## src/rtl/ae_pkg.sv

```systemverilog
// Shared definitions for the AE add/subtract/transfer unit.
// Sel encodings choose the Y operand fed to the ripple adder.
package ae_pkg;

  typedef logic [1:0] sel_t;

  localparam sel_t SEL_ADD  = 2'b00;  // Y = B
  localparam sel_t SEL_SUBC = 2'b01;  // Y = ~B
  localparam sel_t SEL_XFER = 2'b10;  // Y = 0
  localparam sel_t SEL_DEC  = 2'b11;  // Y = all ones

endpackage

```

## src/rtl/ae_full_adder.sv

```systemverilog
// Single-bit full adder; one instance per bit of the ripple-carry chain.
module ae_full_adder (
  input  logic a,
  input  logic b,
  input  logic cin,
  output logic s,
  output logic cout
);

  logic p;

  assign p    = a ^ b;
  assign s    = p ^ cin;
  assign cout = (a & b) | (cin & p);

endmodule

```

## src/rtl/ae.sv

```systemverilog
// Arithmetic element: {Co,D} <= A + Y(Sel,B) + Ci, registered with a
// synchronous active-low reset.
module ae
  import ae_pkg::*;
#(
  parameter int unsigned WIDTH = 4
) (
  input  logic             clk,
  input  logic             rst_n,
  input  logic [WIDTH-1:0] A,
  input  logic [WIDTH-1:0] B,
  input  logic             Ci,
  input  logic [1:0]       Sel,
  output logic [WIDTH-1:0] D,
  output logic             Co
);

  logic [WIDTH-1:0] y;
  logic [WIDTH-1:0] sum;
  logic [WIDTH:0]   carry;
  logic [WIDTH-1:0] d_q;
  logic             co_q;

  always_comb begin
    y = '0;
    unique case (Sel)
      SEL_ADD:  y = B;
      SEL_SUBC: y = ~B;
      SEL_XFER: y = '0;
      SEL_DEC:  y = '1;
      default:  y = '0;
    endcase
  end

  assign carry[0] = Ci;

  for (genvar i = 0; i < WIDTH; i++) begin : g_ripple
    ae_full_adder u_fa (
      .a    (A[i]),
      .b    (y[i]),
      .cin  (carry[i]),
      .s    (sum[i]),
      .cout (carry[i+1])
    );
  end

  // Reset wins over any pending result; no asynchronous path.
  always_ff @(posedge clk) begin
    if (!rst_n) begin
      d_q  <= '0;
      co_q <= 1'b0;
    end else begin
      d_q  <= sum;
      co_q <= carry[WIDTH];
    end
  end

  assign D  = d_q;
  assign Co = co_q;

endmodule

```

## config.mk

```make
export PLATFORM = sky130hd
export DESIGN_NAME = ae
export DESIGN_NICKNAME = d
export VERILOG_FILES = /design/src/rtl/ae_pkg.sv /design/src/rtl/ae_full_adder.sv /design/src/rtl/ae.sv
export SDC_FILE = /design/constraint.sdc
export NUM_CORES = 1
export LEC_CHECK = 0
export BUFFER_PORTS_ARGS = -buffer_cell sky130_fd_sc_hd__buf_2
export CORE_AREA = 3 3 40 42
export DETAILED_ROUTE_END_ITERATION = 8
export DIE_AREA = 0 0 43 45
export PLACE_DENSITY = 0.53
export SYNTH_ARGS = -nofsm -noshare
export SYNTH_HDL_FRONTEND = slang
export SYNTH_SLANG_ARGS = --single-unit
```

## constraint.sdc

```tcl
create_clock -name clk -period 2.09 [get_ports clk]
set_input_delay 0.209 -clock clk [delete_from_list [all_inputs] [get_ports clk]]
set_output_delay 0.209 -clock clk [all_outputs]
set_load 0.005 [all_outputs]
```

==> results of run 1 <==
[worst max path at each step]
stage,cells past startpoint,from,end
after global routing,10,Sel[1],D[3]
final,10,Sel[1],D[3]
after global placement,10,Sel[1],D[3]
after detailed placement,10,Sel[1],D[3]
after floorplan,9,Sel[1],D[3]
after CTS,10,Sel[1],D[3]
[registers in the layout, indices dropped and copies added (netlist names)]
name	cells
Co	1
D	4
[placed cells by master, fill, tap and decap left out, drive strengths merged]
| cell | instances |
|---|---|
| nand2b | 2 |
| inv | 4 |
| nor2b | 4 |
| fa | 4 |
| clkbuf | 4 |
| and2 | 3 |
| buf | 19 |
| xnor2 | 4 |
| dfxtp | 5 |
[layer usage]
metal	up-vias	wire, µm	track usage, %
met5	-	0	0
met4	0	0	7.229
met3	0	63	3.586
met2	12	271	10.48
met1	104	166	4.914
li1	120	-	-
[synth_stat cells (all sizes together)]
cell,n
dfxtp,5
nand2b,2
xnor2,4
nor2b,4
fa,4
and2,3
buf,1
inv,4
[stage by stage]
stage                     setup WS [ns]  power (mW)  instances
after global routing            0.01882      0.3347         64
final                           0.07820      0.3061         64
after detailed placement        -0.1941      0.1969         60
after floorplan                -0.02247      0.1614         27
after global placement          -0.1845      0.1947         60
after CTS                       0.04590      0.3122         64
[area by class of cell]
cell class,count,share of cell area [%]
flip-flops and latches,5,21.51
clock buffers,4,5.645
inverters,4,3.226
repair buffers,19,21.51
well taps,15,4.032
multi-input cells,17,44.09
[power by group through the flow]
stage	combinational [mW]	sequential [mW]	clock, mW
after floorplan	0.0438	0.118	0
after global routing	0.0958	0.114	0.125
after detailed placement	0.0819	0.115	0
final	0.0829	0.113	0.110
after CTS	0.0818	0.113	0.117
after global placement	0.0807	0.114	0
[logic make-up after synthesis]
kind of cell               Yosys count  synth area share (%)
adders and majority gates            4                 27.47
DFF                                  5                 34.34
and+or+nand+nor                      9                 19.31
xor gates and xnor gates             4                 12.02
buffers and inverters                5                 6.864
==> load_flow_metrics.sql, run 1 <==
INSERT INTO impl_metrics (metric_group, metric, value, unit) VALUES
('yosys', 'synthesized_area', '291.5', 'µm²'),
('clock_network', 'cts.clk_slew.worst_paths', '0.04', 'ns'),
('sta', 'finalCriticalPeriod', '2.012', 'ns'),
('yosys', 'leading_post_synthesis_cells_by_cell_area', 'sky130_fd_sc_hd__dfxtp_1 (34%), sky130_fd_sc_hd__fa_1 (27%), sky130_fd_sc_hd__xnor2_1 (12%)', ''),
('pwr', 'peakVddDrop', '0.1469', 'mV'),
('setup_path', 'worst_setup_sp_type', 'input pin', ''),
('setup_path', 'timing_worst_setup_path_type', 'input pin to flip-flop', ''),
('yosys', 'post_synth_inst_count', '27', ''),
('final_layout', 'final_net_count', '67', ''),
('clock_network', 'postCtsHoldBufs', '0', ''),
('global_routing', 'grt_max_degree', '6', ''),
('clock_network', 'root_buffer', 'sky130_fd_sc_hd__clkbuf_4', ''),
('setup_path', 'critical_path.max_stage_delay', '0.39', 'ns'),
('pwr', 'p_switching', '76.28', 'µW'),
('min_path', 'tightest_hold_check_type', 'input pin to flip-flop', ''),
('sta', 'fin_hold_ws', '0.2138', 'ns'),
('clock_network', 'cts_tree', 'built', ''),
('pwr', 'p_per_area', '657.6', 'nW/µm²'),
('setup_path', 'cp_num_buf_inv', '3', ''),
('final_layout', 'design_area', '465.4', 'µm²'),
('run_status', 'run_status', 'complete, no violations', ''),
('min_path', 'worstHoldStart', 'rst_n', ''),
('sta', 'final_max_slew_viol_count', '0', ''),
('clock_network', 'max-clock-path-buffers', '2', ''),
('pwr', 'p_seq_share', '36.9', '%'),
('drt', 'avgViaCountPerCell', '3.688', ''),
('global_routing', 'antenna_found_initial', '0', ''),
('setup_path', 'cp_cell_sequence', 'buf_2 > nand2b_4 > xnor2_4 > fa_2 > inv_1 > fa_2 > fa_2 > inv_2 > fa_1 > and2_1', ''),
('clock_network', 'ctsResizeCount', '0', ''),
('yosys', 'synth_area_per_cell', '10.80', 'µm²'),
('setup_path', 'critical_path.endpoint_type', 'flip-flop', ''),
('setup_path', 'critical-path-slowest-cell', 'sky130_fd_sc_hd__fa_1', ''),
('yosys', 'post_synth_num_cell_types', '8', ''),
('drt', 'route.detailed.drc', '0', ''),
('yosys', 'synth_top_area_share', '34.33', '%'),
('floorplanning', 'coreArea', '1285', 'µm²'),
('drt', 'vias', '236', ''),
('setup_path', 'crit_top_cell', 'sky130_fd_sc_hd__fa_2', ''),
('yosys', 'syn-num-nets', '44', ''),
('pwr', 'netSwitchingFraction', '24.92', '%'),
('sta', 'hold_viol', '0', ''),
('sta', 'clock.fmax', '497.1', 'MHz'),
('min_path', 'min_delay_worst_endpoint', 'D[0]', ''),
('sta', 'slew_headroom', '86.06', '%'),
('min_path', 'hold-path-cell-count', '2', ''),
('final_layout', 'multi_input_gate_area', '205.2', 'µm²'),
('global_routing', 'grt_overflow_total', '0', ''),
('placed_design', 'dp.final_hpwl', '437.8', 'µm'),
('clock_network', 'htree_num_levels', '1', ''),
('sta', 'rsz0062_at_grt', 'false', ''),
('final_layout', 'finish.utilization', '36.22', '%'),
('sta', 'post-route-period-util', '96.26', '%'),
('final_layout', 'layout-drive-gt1-share', '57.14', '%'),
('global_routing', 'grt_pass1_vias', '235', ''),
('drt', 'firstDrtPassIters', '1', ''),
('drt', 'drt.antenna.violating_nets', '0', ''),
('yosys', 'synthDominantAreaCellType', 'sky130_fd_sc_hd__dfxtp_1', ''),
('floorplanning', 'placementRows', '13', ''),
('floorplanning', 'initial_utilization', '22.69', '%'),
('yosys', 'yosys_register_bits', '5', ''),
('floorplanning', 'floorplan.die_area', '1935', 'µm²'),
('sta', 'totalNegativeSetupSlack', '0', 'ns'),
('setup_path', 'crit_fanout', '2', ''),
('floorplanning', 'boundaryPins', '18', ''),
('drt', 'detail_route.wl_per_cell', '7.828', 'µm'),
('clock_network', 'cts_buffers', '3', ''),
('setup_path', 'required', '2.22', 'ns'),
('pwr', 'static_leak', '0.2269', 'nW'),
('clock_network', 'cts_post_setup_buffers_inserted', '0', ''),
('pwr', 'internal-power', '229.8', 'µW'),
('floorplanning', 'fp.dieH', '45', 'µm');
No activity file was read; power rests on OpenSTA's default activity.
==> inputs of run 2 (changes only) <==
CTS_BUF_LIST = sky130_fd_sc_hd__clkbuf_4 sky130_fd_sc_hd__clkbuf_8   (was not set)
==> run 2 against run 1 <==
Against the previous run: non-clock buffer count unchanged; critical endpoint unchanged; highest routed layer unchanged; utilization shrank 0.58 points; die area did not move; setup slack got worse by 0.0059 ns.
==> load_flow_metrics.sql, run 2 (same netlist as run 1, synthesis figures left out) <==
INSERT INTO impl_metrics (metric_group, metric, value, unit) VALUES
('setup_path', 'worst_setup_sp_type', 'input pin', ''),
('final_layout', 'final_net_count', '67', ''),
('floorplanning', 'coreArea', '1285', 'µm²'),
('global_routing', 'grt_use_met2', '8.982', '%'),
('global_routing', 'grt_pass1_vias', '230', ''),
('sta', 'clock.fmax', '495.6', 'MHz'),
('placed_design', 'dpl.cell_count', '60', ''),
('global_routing', 'grt_overflow_total', '0', ''),
('floorplanning', 'placementRows', '13', ''),
('floorplanning', 'fp.dieW', '43', 'µm'),
('setup_path', 'crit_fanout', '2', ''),
('global_routing', 'grt.total_usage', '5.936', '%'),
('setup_path', 'cp_cell_sequence', 'buf_2 > nand2b_4 > xnor2_2 > fa_2 > inv_1 > fa_2 > fa_2 > inv_2 > fa_1 > and2_1', ''),
('setup_path', 'critical_path.endpoint_type', 'flip-flop', ''),
('floorplanning', 'boundaryPins', '18', ''),
('final_layout', 'layout.cells.most_common', 'sky130_fd_sc_hd__buf_2', ''),
('global_routing', 'grt_max_degree', '6', ''),
('setup_path', 'required', '2.22', 'ns'),
('global_routing', 'gr-max-usage-layer', 'met2', ''),
('final_layout', 'layout-drive-gt1-share', '59.18', '%'),
('drt', 'vias', '234', ''),
('setup_path', 'critical_path.top_delay_family', 'adder cells', ''),
('setup_path', 'crit_top_cell', 'sky130_fd_sc_hd__fa_2', ''),
('drt', 'route.detailed.drc', '0', ''),
('sta', 'post-route-period-util', '96.54', '%'),
('final_layout', 'antennaDiodeCount', '0', ''),
('sta', 'worstMarginPinSlew', '0.2076', 'ns'),
('sta', 'final_max_slew_viol_count', '0', ''),
('drt', 'avgViaCountPerCell', '3.656', ''),
('setup_path', 'critical-path-slowest-cell', 'sky130_fd_sc_hd__fa_1', ''),
('setup_path', 'critPathArrivalTime', '2.15', 'ns'),
('floorplanning', 'fp.dieH', '45', 'µm'),
('placed_design', 'portBuffers', '17', ''),
('clock_network', 'postCtsHoldBufs', '0', ''),
('clock_network', 'htree_num_levels', '1', ''),
('sta', 'report.final.setup_viol', '0', ''),
('run_status', 'run_status', 'complete, no violations', ''),
('final_layout', 'count_of_non_filler_cells_in_the_finished_layout', '64', ''),
('min_path', 'tightest_hold_check_type', 'input pin to flip-flop', ''),
('global_routing', 'first_pass_grt_wire_length', '765', 'µm'),
('drt', 'finalWirelength', '479', 'µm'),
('sta', 'finalCriticalPeriod', '2.018', 'ns'),
('sta', 'slew_headroom', '86.06', '%'),
('drt', 'drtIter0Drc', '0', ''),
('sta', 'hold_viol', '0', ''),
('setup_path', 'timing_worst_setup_path_type', 'input pin to flip-flop', ''),
('final_layout', 'flow.area_growth_from_synthesis', '57.08', '%'),
('run', 'drv_cap', '0', ''),
('final_layout', 'largest_reg_flops', '4', ''),
('floorplanning', 'initial_utilization', '22.69', '%'),
('drt', 'drt.antenna.violating_nets', '0', ''),
('setup_path', 'critical_path.max_stage_delay', '0.39', 'ns'),
('pwr', 'p_per_area', '690.5', 'nW/µm²'),
('final_layout', 'layout.cells.most_common_list', 'sky130_fd_sc_hd__buf_2 (17), sky130_fd_sc_hd__dfxtp_1 (5), sky130_fd_sc_hd__nor2b_1 (4), sky130_fd_sc_hd__clkbuf_4 (4)', ''),
('sta', 'timing.final.ws_setup', '0.07235', 'ns'),
('sta', 'rsz0062_at_grt', 'false', ''),
('pwr', 'static_leak', '0.2289', 'nW'),
('placed_design', 'dp.final_hpwl', '437.8', 'µm'),
('drt', 'firstDrtPassIters', '1', ''),
('global_routing', 'antenna_found_initial', '0', ''),
('clock_network', 'ctsResizeCount', '0', ''),
('clock_network', 'clock_sinks', '5', ''),
('pwr', 'peakVddDrop', '0.1550', 'mV'),
('clock_network', 'max-clock-path-buffers', '2', ''),
('global_routing', 'use_met1', '4.878', '%'),
('clock_network', 'cts.clk_slew.worst_paths', '0.04', 'ns'),
('floorplanning', 'floorplan.die_area', '1935', 'µm²'),
('placed_design', 'gpl.final_weighted_congestion', '0.6011', ''),
('drt', 'detail_route.wl_per_cell', '7.484', 'µm'),
('global_routing', 'globalRouteMet3Util', '3.586', '%'),
('clock_network', 'cts_tree', 'built', ''),
('final_layout', 'finish.utilization', '35.64', '%'),
('clock_network', 'cts_post_setup_buffers_inserted', '0', ''),
('clock_network', 'root_buffer', 'sky130_fd_sc_hd__clkbuf_4', ''),
('placed_design', 'dp_worst_setup_slack', '-0.1941', 'ns'),
('clock_network', 'cts_buffers', '3', ''),
('setup_path', 'cp_num_buf_inv', '3', '');
==> run 2: layout make-up <==
| class | count | area [µm²] |
|---|---|---|
| repair buffers | 19 | 100.1 |
| inverters | 4 | 15.01 |
| fillers | 148 | 827.0 |
| well taps | 15 | 18.77 |
| flip-flops and latches | 5 | 100.1 |
| multi-input cells | 17 | 193.9 |
| clock buffers | 4 | 30.03 |
==> run 2: metrics by stage <==
step                      total power [mW]  cell area [µm²]  TNS [ns]  hold slack [ns]
after global routing                0.3457            457.9         0           0.2259
after floorplan                     0.1614            314.1  -0.02247           0.3307
after CTS                           0.3263            457.9         0           0.2085
after global placement              0.1947            427.9   -0.1845           0.4670
after detailed placement            0.1969            427.9   -0.1941           0.4658
final                               0.3162            457.9         0           0.2122
==> run 2: final timing paths <==
check               from    to  cells past startpoint
setup / recovery  Sel[1]  D[3]                     10
hold / removal     rst_n  D[0]                      2
==> run 2: power by group <==
| part | leakage [nW] | internal [mW] | switching, mW |
|---|---|---|---|
| Combinational | 0.169 | 0.0456 | 0.0340 |
| Sequential | 0.0417 | 0.110 | 0.00287 |
| Clock | 0.0184 | 0.0851 | 0.0386 |
==> run 2: per-layer routing <==
layer | share of wire [%] | routed length, µm
met5 | 0 | 0
met4 | 0 | 0
met3 | 13 | 63
met2 | 52 | 247
met1 | 35 | 169
==> inputs of run 3 (changes only) <==
PLACE_DENSITY = 0.51   (was 0.53)
clock period = 2.2 ns   (was 2.09 ns; I/O delays follow)
==> run 3 against run 2 <==
Against the previous run: utilization shrank 1.2 points; setup slack gained 0.063 ns; global-route usage is 0.32 points lower; clock power shrank 7%; total power down 7.2%; first-iteration DRC count up 1; sequential power is 5% lower; via count decreased by 1.3%; critical path depth is the same; die area stayed put; routed wire length decreased by 5.6%; critical endpoint unchanged; largest cell class unchanged; largest power group unchanged.
==> load_flow_metrics.sql, run 3 (same netlist as run 1, synthesis figures left out) <==
INSERT INTO impl_metrics (metric_group, metric, value, unit) VALUES
('drt', 'vias', '231', ''),
('clock_network', 'root_buffer', 'sky130_fd_sc_hd__clkbuf_4', ''),
('floorplanning', 'placementRows', '13', ''),
('setup_path', 'timing_worst_setup_path_type', 'input pin to flip-flop', ''),
('setup_path', 'critPathArrivalTime', '2.20', 'ns'),
('sta', 'slew_headroom', '86.36', '%'),
('floorplanning', 'fp.dieW', '43', 'µm'),
('global_routing', 'grt_overflow_total', '0', ''),
('setup_path', 'crit_fanout', '4', ''),
('floorplanning', 'floorplan.die_area', '1935', 'µm²'),
('min_path', 'hold-path-cell-count', '2', ''),
('setup_path', 'critical_path.endpoint_type', 'flip-flop', ''),
('clock_network', 'cts.clk_slew.worst_paths', '0.04', 'ns'),
('placed_design', 'gpl.final_weighted_congestion', '0.6028', ''),
('final_layout', 'largest_reg_flops', '4', ''),
('clock_network', 'postCtsHoldBufs', '0', ''),
('global_routing', 'grt.total_usage', '5.616', '%'),
('clock_network', 'cts_tree', 'built', ''),
('pwr', 'peakVddDrop', '0.1298', 'mV'),
('final_layout', 'final_net_count', '66', ''),
('drt', 'drtIter0Drc', '1', ''),
('floorplanning', 'coreArea', '1285', 'µm²'),
('sta', 'report.final.setup_viol', '0', ''),
('final_layout', 'ff_latch_area', '100.1', 'µm²'),
('global_routing', 'antenna_found_initial', '0', ''),
('clock_network', 'clock_sinks', '5', ''),
('setup_path', 'worst_setup_sp_type', 'input pin', ''),
('sta', 'hold_viol', '0', ''),
('sta', 'final_max_slew_viol_count', '0', ''),
('floorplanning', 'initial_utilization', '22.69', '%'),
('final_layout', 'antennaDiodeCount', '0', ''),
('floorplanning', 'boundaryPins', '18', ''),
('drt', 'routed-wl-met2', '234', 'µm'),
('sta', 'clock.fmax', '484.3', 'MHz'),
('global_routing', 'grt_pass1_vias', '219', ''),
('drt', 'dr_wl_met3', '51', 'µm'),
('final_layout', 'finish.utilization', '34.47', '%'),
('pwr', 'static_leak', '0.2279', 'nW'),
('sta', 'totalNegativeSetupSlack', '0', 'ns'),
('drt', 'drt.antenna.violating_nets', '0', ''),
('sta', 'rsz0062_at_grt', 'false', ''),
('drt', 'firstDrtPassIters', '2', ''),
('global_routing', 'first_pass_grt_wire_length', '759', 'µm'),
('clock_network', 'cts_buffers', '3', ''),
('min_path', 'worstHoldStart', 'rst_n', ''),
('final_layout', 'layout.cells.most_common_list', 'sky130_fd_sc_hd__buf_2 (17), sky130_fd_sc_hd__dfxtp_1 (5)', ''),
('pwr', 'post_route_total_power', '293.5', 'µW'),
('clock_network', 'htree_num_levels', '1', ''),
('final_layout', 'layout-drive-gt1-share', '50.00', '%'),
('sta', 'post-route-period-util', '93.85', '%'),
('min_path', 'tightest_hold_check_type', 'input pin to flip-flop', ''),
('floorplanning', 'fp.dieH', '45', 'µm'),
('drt', 'route.detailed.drc', '0', ''),
('run_status', 'run_status', 'complete, no violations', ''),
('final_layout', 'flow.area_growth_from_synthesis', '51.93', '%'),
('placed_design', 'portBuffers', '17', ''),
('drt', 'avgViaCountPerCell', '3.667', ''),
('min_path', 'min_delay_worst_endpoint', 'D[3]', ''),
('drt', 'finalWirelength', '452', 'µm'),
('final_layout', 'multi_input_gate_area', '186.4', 'µm²'),
('setup_path', 'required', '2.33', 'ns'),
('drt', 'm1WireLength', '166', 'µm'),
('sta', 'worstMarginPinSlew', '0.2032', 'ns'),
('final_layout', 'layout.cells.most_common', 'sky130_fd_sc_hd__buf_2', ''),
('global_routing', 'grt_max_degree', '6', ''),
('clock_network', 'max-clock-path-buffers', '2', ''),
('run', 'drv_cap', '0', ''),
('drt', 'top_layer', 'met3', ''),
('final_layout', 'fillCellCount', '140', ''),
('pwr', 'p_per_area', '662.6', 'nW/µm²'),
('drt', 'detail_route.wl_per_cell', '7.175', 'µm'),
('sta', 'finalCriticalPeriod', '2.065', 'ns');
run 3: stage by stage:
step                      hold WS (ns)  instances  setup WS (ns)  area [µm²]
final                           0.2290         63         0.1353       442.9
after global routing            0.2284         63        0.04213       442.9
after CTS                       0.2266         63        0.06788       427.9
after detailed placement        0.4785         59        -0.1891       397.9
after global placement          0.4760         59        -0.1767       397.9
after floorplan                 0.3417         27       0.006566       291.5
run 3: final cells by class:
type                            instances  share of cell area (%)
Inverter                                4                   3.390
Multi-Input combinational cell         17                   42.09
Sequential cell                         5                   22.60
Clock buffer                            4                   6.780
Tap cell                               15                   4.237
Timing Repair Buffer                   18                   20.90
run 3: worst max path at each step:
stage | start | to | slack, ns | cells past startpoint
CTS | Sel[1] | D[3] | 0.07 | 10
finish | Sel[1] | D[3] | 0.14 | 10
floorplan | Sel[0] | D[3] | 0.007 | 9
detailed placement | Sel[1] | D[3] | -0.19 | 10
global route | Sel[1] | D[3] | 0.04 | 10
global placement | Sel[1] | D[3] | -0.18 | 10
run 3: what timing repair did:
| item | 4_1_cts | 5_1_grt |
|---|---|---|
| setup endpoints to repair | 0 | 1 |
| gates resized for setup | 0 | 2 |
| setup buffers | 0 | 0 |
run 3: critical path: stages:
cell	delay (ns)
sky130_fd_sc_hd__buf_2	0.12
sky130_fd_sc_hd__nand2b_4	0.14
sky130_fd_sc_hd__xnor2_2	0.13
sky130_fd_sc_hd__fa_1	0.18
sky130_fd_sc_hd__inv_1	0.05
sky130_fd_sc_hd__fa_1	0.37
sky130_fd_sc_hd__fa_1	0.37
sky130_fd_sc_hd__inv_1	0.08
sky130_fd_sc_hd__fa_1	0.39
sky130_fd_sc_hd__and2_1	0.16
run 3: power by group:
group | switching [mW] | internal (mW)
Sequential | 0.00263 | 0.105
Clock | 0.0346 | 0.0807
Combinational | 0.0306 | 0.0403
run 3: per-layer routing:
| layer | vias to the layer above | GRT usage (%) |
|---|---|---|
| met1 | 100 | 5.405 |
| met3 | 0 | 2.390 |
| met5 | - | 0 |
| li1 | 118 | - |
| met4 | 0 | 5.422 |
| met2 | 13 | 8.982 |
